File: src/rtl/mic_pkg.sv
// Shared constants and state type for the MIC microsequencer.
// Optional breakpoint support is enabled with MIC_SEQ_BREAK_EN.
package mic_pkg;

    localparam int unsigned JAM_JMPC  = 32'd2;
    localparam int unsigned JAM_JAMN  = 32'd1;
    localparam int unsigned JAM_JAMZ  = 32'd0;
    localparam int unsigned MEM_FETCH = 32'd0;

    typedef enum logic [1:0] {
        RUN      = 2'd0,
        WAIT_MBR = 2'd1,
        HALT     = 2'd2
    } seq_state_t;

endpackage

File: src/rtl/mic_next_addr.sv
// Combinational next-MPC computation: JAMN/JAMZ OR into bit 8, JMPC ORs MBR into the low byte.
module mic_next_addr
    import mic_pkg::*;
(
    input  logic [8:0] next_addr,
    input  logic [2:0] jam,
    input  logic       n_q,
    input  logic       z_q,
    input  logic [7:0] mbr,
    output logic [8:0] nxt
);

    logic       hi_s;
    logic [7:0] lo_s;

    // Bit 8 and low byte are formed independently, so the result never carries.
    always_comb begin
        hi_s = next_addr[8] | (jam[JAM_JAMN] & n_q) | (jam[JAM_JAMZ] & z_q);
        if (jam[JAM_JMPC]) begin
            lo_s = next_addr[7:0] | mbr;
        end else begin
            lo_s = next_addr[7:0];
        end
        nxt = {hi_s, lo_s};
    end

endmodule

File: src/rtl/mic_sequencer.sv
// MIC microsequencer: owns MPC, latches ALU flags, and stalls JMPC until the opcode byte arrives.
// Define MIC_SEQ_BREAK_EN to add the breakpoint ports and the HALT state.
module mic_sequencer
    import mic_pkg::*;
#(
    parameter logic [8:0] RESET_ADDR = 9'h000
) (
    input  logic       clk,
    input  logic       reset,
`ifdef MIC_SEQ_BREAK_EN
    input  logic [8:0] brk_addr,
    input  logic       resume,
    output logic       brk_hit,
`endif
    input  logic [8:0] next_addr,
    input  logic [2:0] jam,
    input  logic [2:0] mem,
    input  logic       alu_n,
    input  logic       alu_z,
    input  logic [7:0] mbr,
    input  logic       mbr_valid,
    output logic [8:0] mpc,
    output logic       rom_read,
    output logic       stall,
    output logic       fetch_overrun
);

    seq_state_t state_r;
    seq_state_t state_nxt_s;
    logic [8:0] mpc_r;
    logic       n_r;
    logic       z_r;
    logic       fetch_pend_r;
    logic       pend_nxt_s;
    logic [8:0] nxt_s;
    logic       stall_raw_s;
    logic       stall_s;
    logic       load_s;
    logic       match_s;
    logic       unused_mem_s;

    assign unused_mem_s = ^mem[2:1];

    mic_next_addr u_next_addr (
        .next_addr (next_addr),
        .jam       (jam),
        .n_q       (n_r),
        .z_q       (z_r),
        .mbr       (mbr),
        .nxt       (nxt_s)
    );

    // Stall request per state; a JMPC only waits for a fetch that was already pending.
    always_comb begin
        stall_raw_s = 1'b0;
        case (state_r)
            RUN: begin
                if (jam[JAM_JMPC] && fetch_pend_r && !mbr_valid) begin
                    stall_raw_s = 1'b1;
                end else begin
                    stall_raw_s = 1'b0;
                end
            end
            WAIT_MBR: stall_raw_s = ~mbr_valid;
`ifdef MIC_SEQ_BREAK_EN
            HALT:     stall_raw_s = 1'b1;
`endif
            default:  stall_raw_s = 1'b0;
        endcase
    end

    assign stall_s = reset & stall_raw_s;
    assign load_s  = ~stall_s;

`ifdef MIC_SEQ_BREAK_EN
    logic brk_hit_r;
    logic brk_skip_r;

    assign match_s = load_s && (nxt_s == brk_addr) && !brk_skip_r;
    assign brk_hit = brk_hit_r;

    // Breakpoint hit pulse and one-shot suppression after resume.
    always_ff @(posedge clk) begin
        if (!reset) begin
            brk_hit_r  <= 1'b0;
            brk_skip_r <= 1'b0;
        end else begin
            brk_hit_r <= match_s;
            if ((state_r == HALT) && resume) begin
                brk_skip_r <= 1'b1;
            end else if (load_s) begin
                brk_skip_r <= 1'b0;
            end else begin
                brk_skip_r <= brk_skip_r;
            end
        end
    end
`else
    assign match_s = 1'b0;
`endif

    // State transitions.
    always_comb begin
        state_nxt_s = state_r;
        case (state_r)
            RUN: begin
                if (stall_s) begin
                    state_nxt_s = WAIT_MBR;
                end else if (match_s) begin
                    state_nxt_s = HALT;
                end else begin
                    state_nxt_s = RUN;
                end
            end
            WAIT_MBR: begin
                if (!mbr_valid) begin
                    state_nxt_s = WAIT_MBR;
                end else if (match_s) begin
                    state_nxt_s = HALT;
                end else begin
                    state_nxt_s = RUN;
                end
            end
`ifdef MIC_SEQ_BREAK_EN
            HALT: begin
                if (resume) begin
                    state_nxt_s = RUN;
                end else begin
                    state_nxt_s = HALT;
                end
            end
`endif
            default: state_nxt_s = RUN;
        endcase
    end

    // A new fetch outranks a completion on the same edge: the new one is now pending.
    always_comb begin
        if (mem[MEM_FETCH] && !stall_s) begin
            pend_nxt_s = 1'b1;
        end else if (mbr_valid) begin
            pend_nxt_s = 1'b0;
        end else begin
            pend_nxt_s = fetch_pend_r;
        end
    end

    // MPC, flags, fetch tracking and state registers.
    always_ff @(posedge clk) begin
        if (!reset) begin
            state_r      <= RUN;
            mpc_r        <= RESET_ADDR;
            n_r          <= 1'b0;
            z_r          <= 1'b0;
            fetch_pend_r <= 1'b0;
        end else begin
            state_r      <= state_nxt_s;
            fetch_pend_r <= pend_nxt_s;
            if (load_s) begin
                mpc_r <= nxt_s;
                n_r   <= alu_n;
                z_r   <= alu_z;
            end else begin
                mpc_r <= mpc_r;
                n_r   <= n_r;
                z_r   <= z_r;
            end
        end
    end

    assign mpc           = mpc_r;
    assign stall         = stall_s;
    assign rom_read      = ~stall_s;
    assign fetch_overrun = reset & mem[MEM_FETCH] & fetch_pend_r & ~mbr_valid & ~stall_s;

endmodule

File: config.mk
export PLATFORM = sky130hd
export DESIGN_NAME = mic_sequencer
export DESIGN_NICKNAME = d
export VERILOG_FILES = /design/src/rtl/mic_pkg.sv /design/src/rtl/mic_next_addr.sv /design/src/rtl/mic_sequencer.sv
export SDC_FILE = /design/constraint.sdc
export NUM_CORES = 1
export LEC_CHECK = 0
export CORE_MARGIN = 1.5
export CORE_UTILIZATION = 34
export DETAILED_ROUTE_END_ITERATION = 8
export PLACE_DENSITY_LB_ADDON = 0.08
export RECOVER_POWER = 50
export SYNTH_ARGS = -nofsm -noshare
export SYNTH_HDL_FRONTEND = slang
export SYNTH_SLANG_ARGS = --single-unit
File: constraint.sdc
create_clock -name clk -period 1.4 [get_ports clk]
set_input_delay 0.21 -clock clk [delete_from_list [all_inputs] [get_ports clk]]
set_output_delay 0.21 -clock clk [all_outputs]
set_load 0.01 [all_outputs]
# [Yosys cells after proc, flatten, opt, wreduce, memory -nomap -nowiden]
# Index checks and enable logic that the tools add are counted.
[word_totals] reg_bits=14 inputBits=28 output_inout_bits=12 word_cells=33
[op_classes] n_eq_ne=1 mux=8 bitwise=12 reduce_logical=7
[op_table] cell="8-bit two-way mux" count=1
[op_table] cell="8-bit OR" count=1
[op_table] cell="1-bit AND" count=7
[op_table] cell="1-bit two-way mux" count=5
[op_table] cell="2-bit case mux with 2 select lines" count=1
[op_table] cell="1-bit logical AND" count=3
[op_table] cell="2-bit by 1-bit equality test with 1-bit output, second input constant" count=1
[op_table] cell="1-bit zero test" count=2
[op_table] cell="2-bit zero test" count=1
[op_table] cell="1-bit inverter" count=2
[op_table] cell="1-bit OR" count=2
[op_table] cell="1-bit case mux with 2 select lines" count=1
[op_table] cell="2-bit nonzero test" count=1

# [Logic depth before layout (Yosys ltp)]
[logic_depth] word_depth=8 ltp_mapped=5 ltp_nobuf=3

# [By module]
# From an unflattened synthesis, not the netlist that was laid out.
[hier_totals] cells_unflattened=70 area_unflattened_um2=654.4
[modules_own_cells] mod="mic_sequencer" instances=1 cells_per_inst=59 area_per_inst_um2=571.8 seq_area_each_um2=260.2
[modules_own_cells] mod="mic_next_addr" instances=1 cells_per_inst=11 area_per_inst_um2=82.6 seq_area_each_um2=0.0

# [Worst setup path before layout]
# No wires, ideal clock.
[synth_timing] kind="input-to-output" startpoint="in jam[2]" endpoint="out fetch_overrun" arrival_ps=904 required_ps=1190 slack_ps=286 path_stages=4 n_path_buf=1 cell_sequence="buf_6 a21oi_4 nor2_4 nor3_2"
[synth_between] elab_chain_cells=7
[synth_rtl] element="start: declaration" line_no="mic_sequencer.sv:16" source="input logic [2:0] jam,"
[synth_rtl] element="1-bit logical AND (2 in series)" line_no="mic_sequencer.sv:58" source="if (jam[JAM_JMPC] && fetch_pend_r && !mbr_valid) begin"
[synth_rtl] element="1-bit two-way mux" line_no="mic_sequencer.sv:58"
[synth_rtl] element="1-bit case mux with 2 select lines" line_no="mic_sequencer.sv:56" source="case (state_r)"
[synth_rtl] element="1-bit AND" line_no="mic_sequencer.sv:72" source="assign stall_s = reset & stall_raw_s;"
[synth_rtl] element="1-bit inverter" line_no="mic_sequencer.sv:174" source="assign fetch_overrun = reset & mem[MEM_FETCH] & fetch_pend_r & ~mbr_valid & ~stall_s;"
[synth_rtl] element="1-bit AND" line_no="mic_sequencer.sv:174"
[synth_rtl] element="end: declaration" line_no="mic_sequencer.sv:25" source="output logic fetch_overrun"
# No other way between the ends.

# [Final worst setup path]
[layout_timing] startpoint="reg mpc_r[1] (netlist: mpc[1])" endpoint="out mpc[1]"
[layout_rtl] element="start: declaration" line_no="mic_sequencer.sv:30" source="logic [8:0] mpc_r;"
[layout_rtl] element="start signal: assignment" line_no="mic_sequencer.sv:160" source="mpc_r <= nxt_s;"
[layout_rtl] element="start signal: assignment" line_no="mic_sequencer.sv:164" source="mpc_r <= mpc_r;"
[layout_rtl] element="end: declaration" line_no="mic_sequencer.sv:22" source="output logic [8:0] mpc,"
# No word-level cell between the ends.

==> impl_results.rst <==
.. list-table::
   :header-rows: 1

   * - Metric
     - Value
   * - Total grt overflow
     - 0
   * - Root Buffer Master
     - clkbuf_4
   * - Largest net degree at the start of global routing
     - 19
   * - Number of failing hold endpoints at the final stage
     - 0
   * - Leading post-synthesis cells by instance count
     - dfxtp_1 (13), o21ai_0 (9), a21oi_1 (8), o311a_2 (8), nand2_1 (6)
   * - Number of design rule violations left after detail routing
     - 0
   * - Area added between synthesis and finish
     - 69.0%
   * - Diodes inserted
     - 0
   * - Synthesized netlist cell count
     - 63
   * - Endpoint type of the worst setup path
     - primary output
   * - Site row count
     - 15
   * - Number of DRC violations after detailed-routing iteration 0
     - 11
   * - Number of global-route vias before repair
     - 556
   * - Via-to-Cell Ratio
     - 4.66
   * - Kind of critical path
     - reg2out
   * - Path length in cells of the critical path
     - 1
   * - Slew Limit Fails
     - 0
   * - Max clock buf depth
     - 2
   * - Reported max-cap violation count
     - 0
   * - Worst-case clock skew
     - 0.00300 ns
   * - Biggest area contributors in the synthesized netlist
     - dfxtp_1 (42%), o311a_2 (15%), o21ai_0 (7.3%)
   * - Flop and latch count out of synthesis
     - 13
   * - Share of flip-flops with an asynchronous set or reset after synthesis
     - 0%
   * - Via total after detailed routing
     - 615
   * - RePlAce Congestion
     - 0.678
   * - Slew @ Worst Pin
     - 0.307 ns
   * - Count of final setup violators
     - 0
   * - Total track usage
     - 15.2%
   * - Most frequent cell after synthesis
     - dfxtp_1
   * - First-pass GRT wire length
     - 2300 um
   * - Average wire per standard cell
     - 11.4 um
   * - Max FO, Critical Path
     - 2
   * - Family of cells with the greatest summed delay on the critical path
     - buffers and inverters
   * - Number of cells on the worst hold path
     - 2
   * - Die boundary height
     - 45.6 um
   * - IR Drop Worst-Case VDD
     - 0.635 mV
   * - Critical path buffer and inverter count
     - 1
   * - Element type at the critical path start
     - register
   * - Count of placed standard cells in the final layout, fillers left out
     - 132
   * - Fin crit period
     - 1.35 ns
   * - Setup repair after global routing missed its margin
     - false
   * - Crit path max-delay cell type
     - clkdlybuf4s50_1
   * - Layout cells sized above 1
     - 25.2%
   * - Cell-by-cell listing of the critical path
     - clkdlybuf4s50_1
   * - Synth Cell Area
     - 618 um^2
   * - Post-synth EDFFs
     - 0
   * - Arr. time, crit path
     - 1.14 ns
   * - Initial standard-cell utilization of the core
     - 36.2%
   * - Status
     - complete, no violations
   * - Tightest Hold Check Type
     - reg2reg
   * - Half-perimeter wire length of the detailed placement result
     - 1180 um
   * - Antenna violations before repair
     - 0
   * - Clock tree from TritonCTS
     - yes
   * - Share of the yosys chip area belonging to registers
     - 42.1%
   * - Clk_lat worst skew
     - 0.26 ns
   * - Die X-Extent
     - 45.6 um
   * - Total iterations of the first detailed-routing run
     - 4
   * - Portion of the clock cycle consumed by the worst path in the final layout
     - 96.3%
   * - Hold buffers post-CTS
     - 0
   * - Largest stage delay on the critical path
     - 0.54 ns
   * - Top-area cell type share of the netlist area
     - 42.1%
   * - Dominant cell type by area after synthesis
     - dfxtp_1
   * - Syn nets
     - 91
   * - Cell depth of the worst flop-to-flop path
     - 4
   * - Net count reported at finish
     - 136
   * - Fmax achieved
     - 742 MHz
   * - Total number of clock tree sinks
     - 13
   * - Relative slew slack
     - 79.5%
   * - Leakage component of the power
     - 0.000401 uW
   * - Most used DFF post-synth
     - dfxtp_1
   * - Number of distinct library cells after synthesis
     - 21
   * - Required time at the worst-slack endpoint
     - 1.19 ns
   * - I/O pins
     - 40
   * - Post-route core utilization
     - 61.2%
   * - Core area
     - 0.00171 mm^2
   * - Final routed wirelength across all metal layers
     - 1510 um
   * - Clock transition at the registers of the reported paths
     - 0.08 ns
   * - Ys Warns
     - 0
   * - Total of buffers placed on input and output ports
     - 37
   * - Count of H-tree levels built during CTS
     - 1
   * - DIE AREA
     - 0.00208 mm^2
   * - Antenna Violating Nets Remaining
     - 0
   * - Pwr dens
     - 825 mW/mm^2
   * - Cell Count Post-Placement
     - 127
   * - Synth Area per Inst
     - 9.81 um^2
   * - Number of CTS-inserted buffers
     - 3
cells in the final DEF, fill, tap and decap left out, types with 2 or more instances in the layout:
master           count
and2_1               2
dlygate4sd2_1        3
o311a_2              8
clkdlybuf4s25_1      2
buf_2                2
clkbuf_1             2
buf_4                7
mux2i_1              2
clkdlybuf4s50_1     29
clkbuf_2             2
nand2_1              6
clkbuf_4             3
dfxtp_1             12
a21oi_1              8
o21ai_0              9
sequential cells by signal, summed over array words and instances, names as in the netlist:
name,flops
fetch_pend_r,1
mpc,9
state_r,1
z_r,1
n_r,1
area by class of cell:
cell class,count,area [um^2]
Clock buffer,4,26.3
Tap cell,25,31.3
Timing Repair Buffer,46,413
Inverter,1,3.75
Fill cell,167,663
Multi-Input combinational cell,43,309
Sequential cell,13,262
cells by family after synthesis:
group | Yosys count | synth area share, %
AOI/OAI and AO/OA | 30 | 36.6
and+or+nand+nor | 11 | 10.1
DFF | 13 | 42.1
muxes | 2 | 3.24
buffers and inverters | 7 | 7.89
repair_timing:
item,CTS,global route
pin swaps,1,1
gates resized for setup,13,4
setup buffers,1,0
endpoints found under the hold margin,0,0
endpoints found under the setup margin,3,4
report_power, final:
group	internal (uW)	leakage, uW	switching, uW
Sequential	398	0.000109	15.8
Combinational	142	0.000277	81.9
Clock	110	0.0000150	115
Total	650	0.000401	213
final timing paths:
| path | slack [ns] | end | from |
|---|---|---|---|
| worst max register to register | 0.21 | mpc[0]$_SDFFE_PN0N_ | fetch_pend_r$_SDFFE_PN0P_ |
| worst min-delay path | 0.47 | z_r$_SDFFE_PN0N_ | z_r$_SDFFE_PN0N_ |
| worst min register to register | 0.47 | z_r$_SDFFE_PN0N_ | z_r$_SDFFE_PN0N_ |
| worst max-delay path | 0.05 | mpc[1] | mpc[1]$_SDFFE_PN0N_ |
metal layers:
| metal | track usage (%) | vias up | share of wire [%] |
|---|---|---|---|
| met2 | 24.2 | 20 | 47 |
| met4 | 5.29 | 0 | 0.86 |
| met3 | 2.38 | 2 | 5.9 |
| met1 | 20.6 | 269 | 46 |
| met5 | 0 | - | 0 |
| li1 | - | 324 | - |
stage by stage:
step                      hold slack [ns]  setup TNS, ns  setup WS (ns)  power [uW]  instance area [um^2]
after global routing                0.498              0        0.00212         910                  1040
after detailed placement            0.459          -1.86         -0.466         654                  1030
after floorplan                     0.349              0          0.286         518                   618
after CTS                           0.471              0        0.00518         879                  1050
final                               0.472              0         0.0522         862                  1040
after global placement              0.451          -1.80         -0.456         651                  1030
Power figures use the tool's default switching activity.
